File: src/rtl/sine_sweep_ctrl_if.sv
`default_nettype none
// ---------------------------------------------------------------------------
// Module   : sine_sweep_ctrl_if
// Brief    : Sweep request/config and phase-increment output bundle.
// Revision : 1.0 - initial release
// ---------------------------------------------------------------------------
interface sine_sweep_ctrl_if #(
  parameter int DW      = 12,
  parameter int DWELL_W = 16
);
  logic               start;
  logic               abort;
  logic [DW-1:0]      f_start;
  logic [DW-1:0]      f_stop;
  logic [DW-1:0]      f_step;
  logic [DWELL_W-1:0] dwell;
  logic [DW-1:0]      delta;
  logic               busy;
  logic               done;
  logic               cfg_err;

  modport master (
    output start, abort, f_start, f_stop, f_step, dwell,
    input  delta, busy, done, cfg_err
  );

  modport slave (
    input  start, abort, f_start, f_stop, f_step, dwell,
    output delta, busy, done, cfg_err
  );
endinterface
`default_nettype wire

File: src/rtl/sine_sweep_ctrl.sv
`default_nettype none
// ---------------------------------------------------------------------------
// Module   : sine_sweep_ctrl
// Brief    : Stepped-chirp controller driving the sine generator delta input.
//            Define SWEEP_BIDIR_EN to add the descending (DOWN) leg.
// Revision : 1.0 - initial release
// ---------------------------------------------------------------------------
module sine_sweep_ctrl #(
  parameter int DW      = 12,
  parameter int DWELL_W = 16
) (
  input  logic                clk,
  input  logic                rst,
  sine_sweep_ctrl_if.slave    bus
);

`ifdef SWEEP_BIDIR_EN
  typedef enum logic [1:0] {
    IDLE = 2'd0,
    UP   = 2'd1,
    DOWN = 2'd2
  } state_t;
`else
  typedef enum logic [0:0] {
    IDLE = 1'b0,
    UP   = 1'b1
  } state_t;
`endif

  state_t             state_q, state_d;
  logic [DW-1:0]      delta_q, delta_d;
  logic [DWELL_W-1:0] cnt_q, cnt_d;
  logic               busy_q, busy_d;
  logic               done_q, done_d;
  logic               cfg_err_q, cfg_err_d;
  logic [DW-1:0]      stop_q, stop_d;
  logic [DW-1:0]      step_q, step_d;
  logic [DWELL_W-1:0] dwell_q, dwell_d;
  logic [DW:0]        sum_up;
  logic [DW-1:0]      up_next;
`ifdef SWEEP_BIDIR_EN
  logic [DW-1:0]      start_q, start_d;
  logic [DW:0]        diff_dn;
  logic [DW-1:0]      dn_next;
`endif

  always_comb begin
    state_d   = state_q;
    delta_d   = delta_q;
    cnt_d     = cnt_q;
    busy_d    = busy_q;
    done_d    = 1'b0;
    cfg_err_d = 1'b0;
    stop_d    = stop_q;
    step_d    = step_q;
    dwell_d   = dwell_q;

    // One extra bit so the step never wraps past full scale.
    sum_up  = {1'b0, delta_q} + {1'b0, step_q};
    up_next = (sum_up > {1'b0, stop_q}) ? stop_q : sum_up[DW-1:0];
`ifdef SWEEP_BIDIR_EN
    start_d = start_q;
    diff_dn = {1'b0, delta_q} - {1'b0, step_q};
    dn_next = (diff_dn[DW] || (diff_dn[DW-1:0] < start_q)) ? start_q : diff_dn[DW-1:0];
`endif

    case (state_q)
      IDLE: begin
        if (bus.abort) begin
          delta_d = '0;
        end else if (bus.start) begin
          if ((bus.f_step == '0) || (bus.f_start > bus.f_stop)) begin
            cfg_err_d = 1'b1;
          end else begin
            state_d = UP;
            delta_d = bus.f_start;
            cnt_d   = bus.dwell;
            busy_d  = 1'b1;
            stop_d  = bus.f_stop;
            step_d  = bus.f_step;
            dwell_d = bus.dwell;
`ifdef SWEEP_BIDIR_EN
            start_d = bus.f_start;
`endif
          end
        end
      end

      UP: begin
        if (bus.abort) begin
          state_d = IDLE;
          delta_d = '0;
          busy_d  = 1'b0;
          cnt_d   = '0;
        end else if (cnt_q == '0) begin
          cnt_d = dwell_q;
          if (delta_q == stop_q) begin
`ifdef SWEEP_BIDIR_EN
            state_d = DOWN;
            delta_d = dn_next;
`else
            state_d = IDLE;
            busy_d  = 1'b0;
            done_d  = 1'b1;
`endif
          end else begin
            delta_d = up_next;
          end
        end else begin
          cnt_d = cnt_q - DWELL_W'(1);
        end
      end

`ifdef SWEEP_BIDIR_EN
      DOWN: begin
        if (bus.abort) begin
          state_d = IDLE;
          delta_d = '0;
          busy_d  = 1'b0;
          cnt_d   = '0;
        end else if (cnt_q == '0) begin
          cnt_d = dwell_q;
          if (delta_q == start_q) begin
            state_d = IDLE;
            busy_d  = 1'b0;
            done_d  = 1'b1;
          end else begin
            delta_d = dn_next;
          end
        end else begin
          cnt_d = cnt_q - DWELL_W'(1);
        end
      end
`endif

      default: state_d = IDLE;
    endcase
  end

  always_ff @(posedge clk or negedge rst) begin
    if (!rst) begin
      state_q   <= IDLE;
      delta_q   <= '0;
      cnt_q     <= '0;
      busy_q    <= 1'b0;
      done_q    <= 1'b0;
      cfg_err_q <= 1'b0;
      stop_q    <= '0;
      step_q    <= '0;
      dwell_q   <= '0;
`ifdef SWEEP_BIDIR_EN
      start_q   <= '0;
`endif
    end else begin
      state_q   <= state_d;
      delta_q   <= delta_d;
      cnt_q     <= cnt_d;
      busy_q    <= busy_d;
      done_q    <= done_d;
      cfg_err_q <= cfg_err_d;
      stop_q    <= stop_d;
      step_q    <= step_d;
      dwell_q   <= dwell_d;
`ifdef SWEEP_BIDIR_EN
      start_q   <= start_d;
`endif
    end
  end

  assign bus.delta   = delta_q;
  assign bus.busy    = busy_q;
  assign bus.done    = done_q;
  assign bus.cfg_err = cfg_err_q;

endmodule
`default_nettype wire

File: src/flat_wrapper.sv
// flat-port wrapper written by rule: the top's interface ports become plain ports
module sine_sweep_ctrl_flat 
#(
  parameter int DW      = 12,
  parameter int DWELL_W = 16
)
  (clk, rst, bus_start, bus_abort, bus_f_start, bus_f_stop, bus_f_step, bus_dwell, bus_delta, bus_busy, bus_done, bus_cfg_err);
  sine_sweep_ctrl_if #(.DW(DW), .DWELL_W(DWELL_W)) bus_i ();
  input  logic clk;
  input  logic rst;
  input wire logic [$bits(bus_i.start)-1:0] bus_start;
  input wire logic [$bits(bus_i.abort)-1:0] bus_abort;
  input wire logic [$bits(bus_i.f_start)-1:0] bus_f_start;
  input wire logic [$bits(bus_i.f_stop)-1:0] bus_f_stop;
  input wire logic [$bits(bus_i.f_step)-1:0] bus_f_step;
  input wire logic [$bits(bus_i.dwell)-1:0] bus_dwell;
  output wire logic [$bits(bus_i.delta)-1:0] bus_delta;
  output wire logic [$bits(bus_i.busy)-1:0] bus_busy;
  output wire logic [$bits(bus_i.done)-1:0] bus_done;
  output wire logic [$bits(bus_i.cfg_err)-1:0] bus_cfg_err;
  assign bus_i.start = bus_start;
  assign bus_i.abort = bus_abort;
  assign bus_i.f_start = bus_f_start;
  assign bus_i.f_stop = bus_f_stop;
  assign bus_i.f_step = bus_f_step;
  assign bus_i.dwell = bus_dwell;
  assign bus_delta = bus_i.delta;
  assign bus_busy = bus_i.busy;
  assign bus_done = bus_i.done;
  assign bus_cfg_err = bus_i.cfg_err;
  sine_sweep_ctrl #(.DW(DW), .DWELL_W(DWELL_W)) u_core (.clk(clk), .rst(rst), .bus(bus_i));
endmodule
File: config.mk
export PLATFORM = sky130hd
export DESIGN_NAME = sine_sweep_ctrl_flat
export DESIGN_NICKNAME = d
export VERILOG_FILES = /design/src/rtl/sine_sweep_ctrl_if.sv /design/src/rtl/sine_sweep_ctrl.sv /design/src/flat_wrapper.sv
export SDC_FILE = /design/constraint.sdc
export NUM_CORES = 1
export LEC_CHECK = 0
export ABC_AREA = 1
export CORE_AREA = 4 4 83 142
export CTS_CLUSTER_SIZE = 28
export DETAILED_ROUTE_END_ITERATION = 10
export DIE_AREA = 0 0 87 146
export GPL_TIMING_DRIVEN = 0
export PLACE_DENSITY = 0.83
export SYNTH_ARGS = -nofsm -noshare
export SYNTH_HDL_FRONTEND = slang
export SYNTH_SLANG_ARGS = --single-unit
export TNS_END_PERCENT = 50
File: constraint.sdc
create_clock -name clk -period 2.7 [get_ports clk]
set_clock_uncertainty 0.1 [all_clocks]
set_input_delay 0.54 -clock clk [delete_from_list [all_inputs] [get_ports clk]]
set_output_delay 0.54 -clock clk [all_outputs]
set_load 0.01 [all_outputs]
==> impl_metrics.py, run 1 <==
metrics = {
    "run_status": {
        "status": "finished with violations",
        "violations": "setup timing",
    },
    "final_layout": {
        "diodes": 0,
        "nets": 968,
        "multi_input_area_sq_mm": 0.00367,
        "nFillCells": 729,
        "drive_gt1_share_pct": 23.7,
        "stdcell_count": 1008,
        "seq_area_sq_mm": 0.00182,
        "syn2layout_area_growth_pct": 41.8,
        "utilization_pct": 70.2,
    },
    "routing": {
        "routedWlPerCell_um": 20.7,
        "first_pass_iters": 7,
        "wirelength_um": 20900,
        "ant_nets": 0,
        "via_per_inst": 6.04,
        "vias": 6087,
        "drc": 0,
        "drtIter0Drc": 564,
    },
    "worst_setup_path": {
        "worstSetupEndpointType": "flip-flop",
        "startpoint": "u_core.bus.delta[0]",
        "critical_path_class": "flip-flop to flip-flop",
        "cp_max_fo": 5,
        "r2r_end": "u_core.bus.delta[11]",
        "crit_required_ps": 2870,
        "r2r_slack_ps": -680,
        "reg2regPathDepth": 22,
        "reg2reg_from": "u_core.bus.delta[0]",
        "start_kind": "flip-flop",
        "crit_arrival_ps": 3550,
    },
    "cts": {
        "cts_num_sinks": 72,
        "cts_tree": "done",
        "clkLatencyLatePin_ps": 350,
        "cts-buffers-inserted": 9,
        "cts-root-buf": "clkbuf_16",
        "cts.reportedPaths.clkPinSlew_ps": 60,
        "clk_path_buf_depth": 2,
        "cts-htree-levels": 3,
    },
    "flow_run": {
        "maxCapViolCount": 0,
    },
    "sta": {
        "setup_viol": 12,
        "slew_headroom_pct": 48.5,
        "hold_viol": 0,
        "period_needed_ps": 3380,
        "setup_ws_ps": -677,
        "fmax_mhz": 296,
        "rsz0062_at_grt": "yes",
        "holdWs_ps": 372,
        "finalCritPeriodShare_pct": 125,
        "worst_pin_slew_ps": 773,
        "final_max_slew_viol_count": 0,
    },
    "pwr": {
        "power_mw": 8.17,
        "p_per_area_mw_per_mm2": 1090,
        "total_leakage_power_nw": 3.65,
        "netSwitchingPower_mw": 3.86,
        "ir_drop_uv": 985,
        "p_comb_share_pct": 62.0,
        "pwr-share-clk_pct": 16.3,
        "sw_frac_of_total_pct": 47.3,
        "power_frac_seq_pct": 21.7,
        "internal-power_mw": 4.30,
    },
    "floorplan": {
        "initial_core_util_pct": 49.5,
        "rows": 50,
        "ios": 71,
        "die_x_um": 87,
        "die_area_sq_mm": 0.0127,
        "dieHeight_um": 146,
        "core_sq_mm": 0.0107,
    },
    "synth": {
        "syn_avg_cell_area_sq_um": 6.97,
        "synth_top_area_share_pct": 34.0,
        "synthTopCellsByArea": "dfrtp_1, nand2_1, ha_1, nand3_1, inv_1",
        "yosysWarnings": 0,
        "yosysTopAreaCell": "dfrtp_1",
        "ys_ff_latch": 72,
        "synth.distinct_cells": 34,
        "seq_area_frac_synth_pct": 34.0,
        "syn_inst": 760,
        "synth-edff-count": 0,
        "synth_most_common_cell": "nand2_1",
        "ys.flop_type": "dfrtp_1",
        "synthArstFlopShare_pct": 100,
        "synth_fp_nets": 855,
        "synthesis.area_sq_mm": 0.00530,
        "synth.cells.most_frequent": "nand2_1, inv_1, nand3_1, dfrtp_1, nor2_1",
    },
    "global_routing": {
        "gr-total-overflow": 0,
        "track_usage_pct": 29.3,
        "antenna_found_initial": 0,
        "grt_max_degree": 70,
        "grt_pass1_vias": 5897,
        "grt_pass1_wl_um": 28600,
    },
    "worst_hold_path": {
        "min_from": "u_core.dwell_q[6]",
        "hp-class": "flip-flop to flip-flop",
        "whs_endpoint": "u_core.dwell_q[6]",
        "min_path_cells": 2,
    },
    "place": {
        "dp.final_hpwl_um": 12500,
        "portBuffers": 69,
        "gp_congestion": 0.950,
        "place_inst": 960,
    },
}
power by group through the flow:
stage | Combinational, mW | Sequential [mW] | Clock [mW]
6_report | 5.06 | 1.77 | 1.33
5_1_grt | 5.38 | 1.78 | 1.36
4_1_cts | 3.87 | 1.73 | 1.32
3_5_place_dp | 3.10 | 1.72 | 0
3_3_place_gp | 3.00 | 1.71 | 0
2_1_floorplan | 2.26 | 1.62 | 0
worst max-delay path, cell delays in order, from the launching register on:
cell and delay, ps:
dfrtp_2 470, ha_4 190, inv_2 60, fa_2 180, inv_2 50, buf_4 130, or2_2 280, nand2_2 120
inv_2 60, ha_4 270, nand2_1 60, nor2_2 160, nand2_1 120, nand3_2 90, nand3_2 80, nand2_1 100
nand2_2 90, nand2_4 110, nand2_4 80, buf_6 140, nand2_1 70, nand3_1 90, a21oi_2 170
flip-flops by register name (all words and copies together) (netlist names):
signal / cells
u_core.bus.busy: 1
u_core.bus.cfg_err: 1
u_core.bus.delta: 12
u_core.bus.done: 1
u_core.cnt_q: 16
u_core.dwell_q: 16
u_core.state_q: 1
u_core.step_q: 12
u_core.stop_q: 12
how the worst max path moves through the flow:
stage	cells after the start	to	slack (ps)
6_report	22	u_core.bus.delta[11]	-680
5_1_grt	21	u_core.bus.delta[11]	-790
4_1_cts	21	u_core.bus.delta[6]	-470
3_5_place_dp	21	u_core.bus.delta[7]	-670
3_3_place_gp	1	u_core.cnt_q[12]	-1580
2_1_floorplan	20	u_core.bus.delta[0]	-180
placed cells by master (no fill, tap or decap), types with 5 or more instances in the layout:
cell and instances:
buf_8 5, nand3_2 29, nor2_1 66, inv_2 11
o21ai_0 47, buf_2 9, clkbuf_16 10, nand2_4 8
dfrtp_1 61, nand3_1 52, o21bai_1 5, ha_4 17
ha_1 21, a21oi_1 24, clkdlybuf4s50_1 68, inv_1 75
nor4_1 7, a21oi_2 18, buf_4 29, dfrtp_2 11
nand2_1 195, xor2_1 15, nand2_2 18, nor2_2 6
xnor2_1 7, clkbuf_1 10
through the flow:
stage / area (sq um) / setup WS, ps / TNS, ps
floorplan: 5350 / -184 / -1960
global placement: 6200 / -1580 / -133130
detailed placement: 6220 / -673 / -22650
CTS: 7010 / -467 / -5320
global route: 7510 / -789 / -9660
finish: 7510 / -677 / -7740
area by class of cell:
| cell class | count | share of cell area, % |
|---|---|---|
| plain buffers | 28 | 2.82 |
| clock buffers | 10 | 3.05 |
| clock inverters | 6 | 1.22 |
| inverters | 86 | 4.30 |
| multi-input cells | 574 | 48.9 |
| flip-flops and latches | 72 | 24.2 |
| well taps | 130 | 2.17 |
| repair buffers | 102 | 13.3 |
logic make-up (layout without fill, tap and decap cells):
family / after synthesis / after routing / share of synthesized area (%)
fa+ha+maj: 39 / 39 / 9.36
simple gates: 400 / 400 / 32.1
xor+xnor: 27 / 27 / 4.47
compound gates: 108 / 108 / 10.9
flops: 72 / 72 / 34.0
buf+inv: 114 / 232 / 9.12
timing repair:
action / in CTS / in global routing
gates resized for setup: 80 / 70
setup endpoints to repair: 12 / 70
hold buffers: 1 / 0
pin swaps: 33 / 43
endpoints found under the hold margin: 3 / 0
setup buffers: 10 / 18
cloned: 2 / 1
routing by layer:
| layer | GRT usage (%) | part of all wire (%) | vias to the layer above |
|---|---|---|---|
| met4 | 26.9 | 11 | 0 |
| li1 | - | - | 2679 |
| met2 | 48.8 | 50 | 400 |
| met5 | 0 | 0 | - |
| met1 | 29.3 | 32 | 2831 |
| met3 | 5.95 | 7.3 | 177 |
Note: power is estimated with default switching activity, not from simulation.
==> inputs of run 2 (changes only) <==
- CAP_MARGIN: unset -> 20
==> results of run 2 <==
No change in the layout: final DEF, timing and power equal those of run 1.
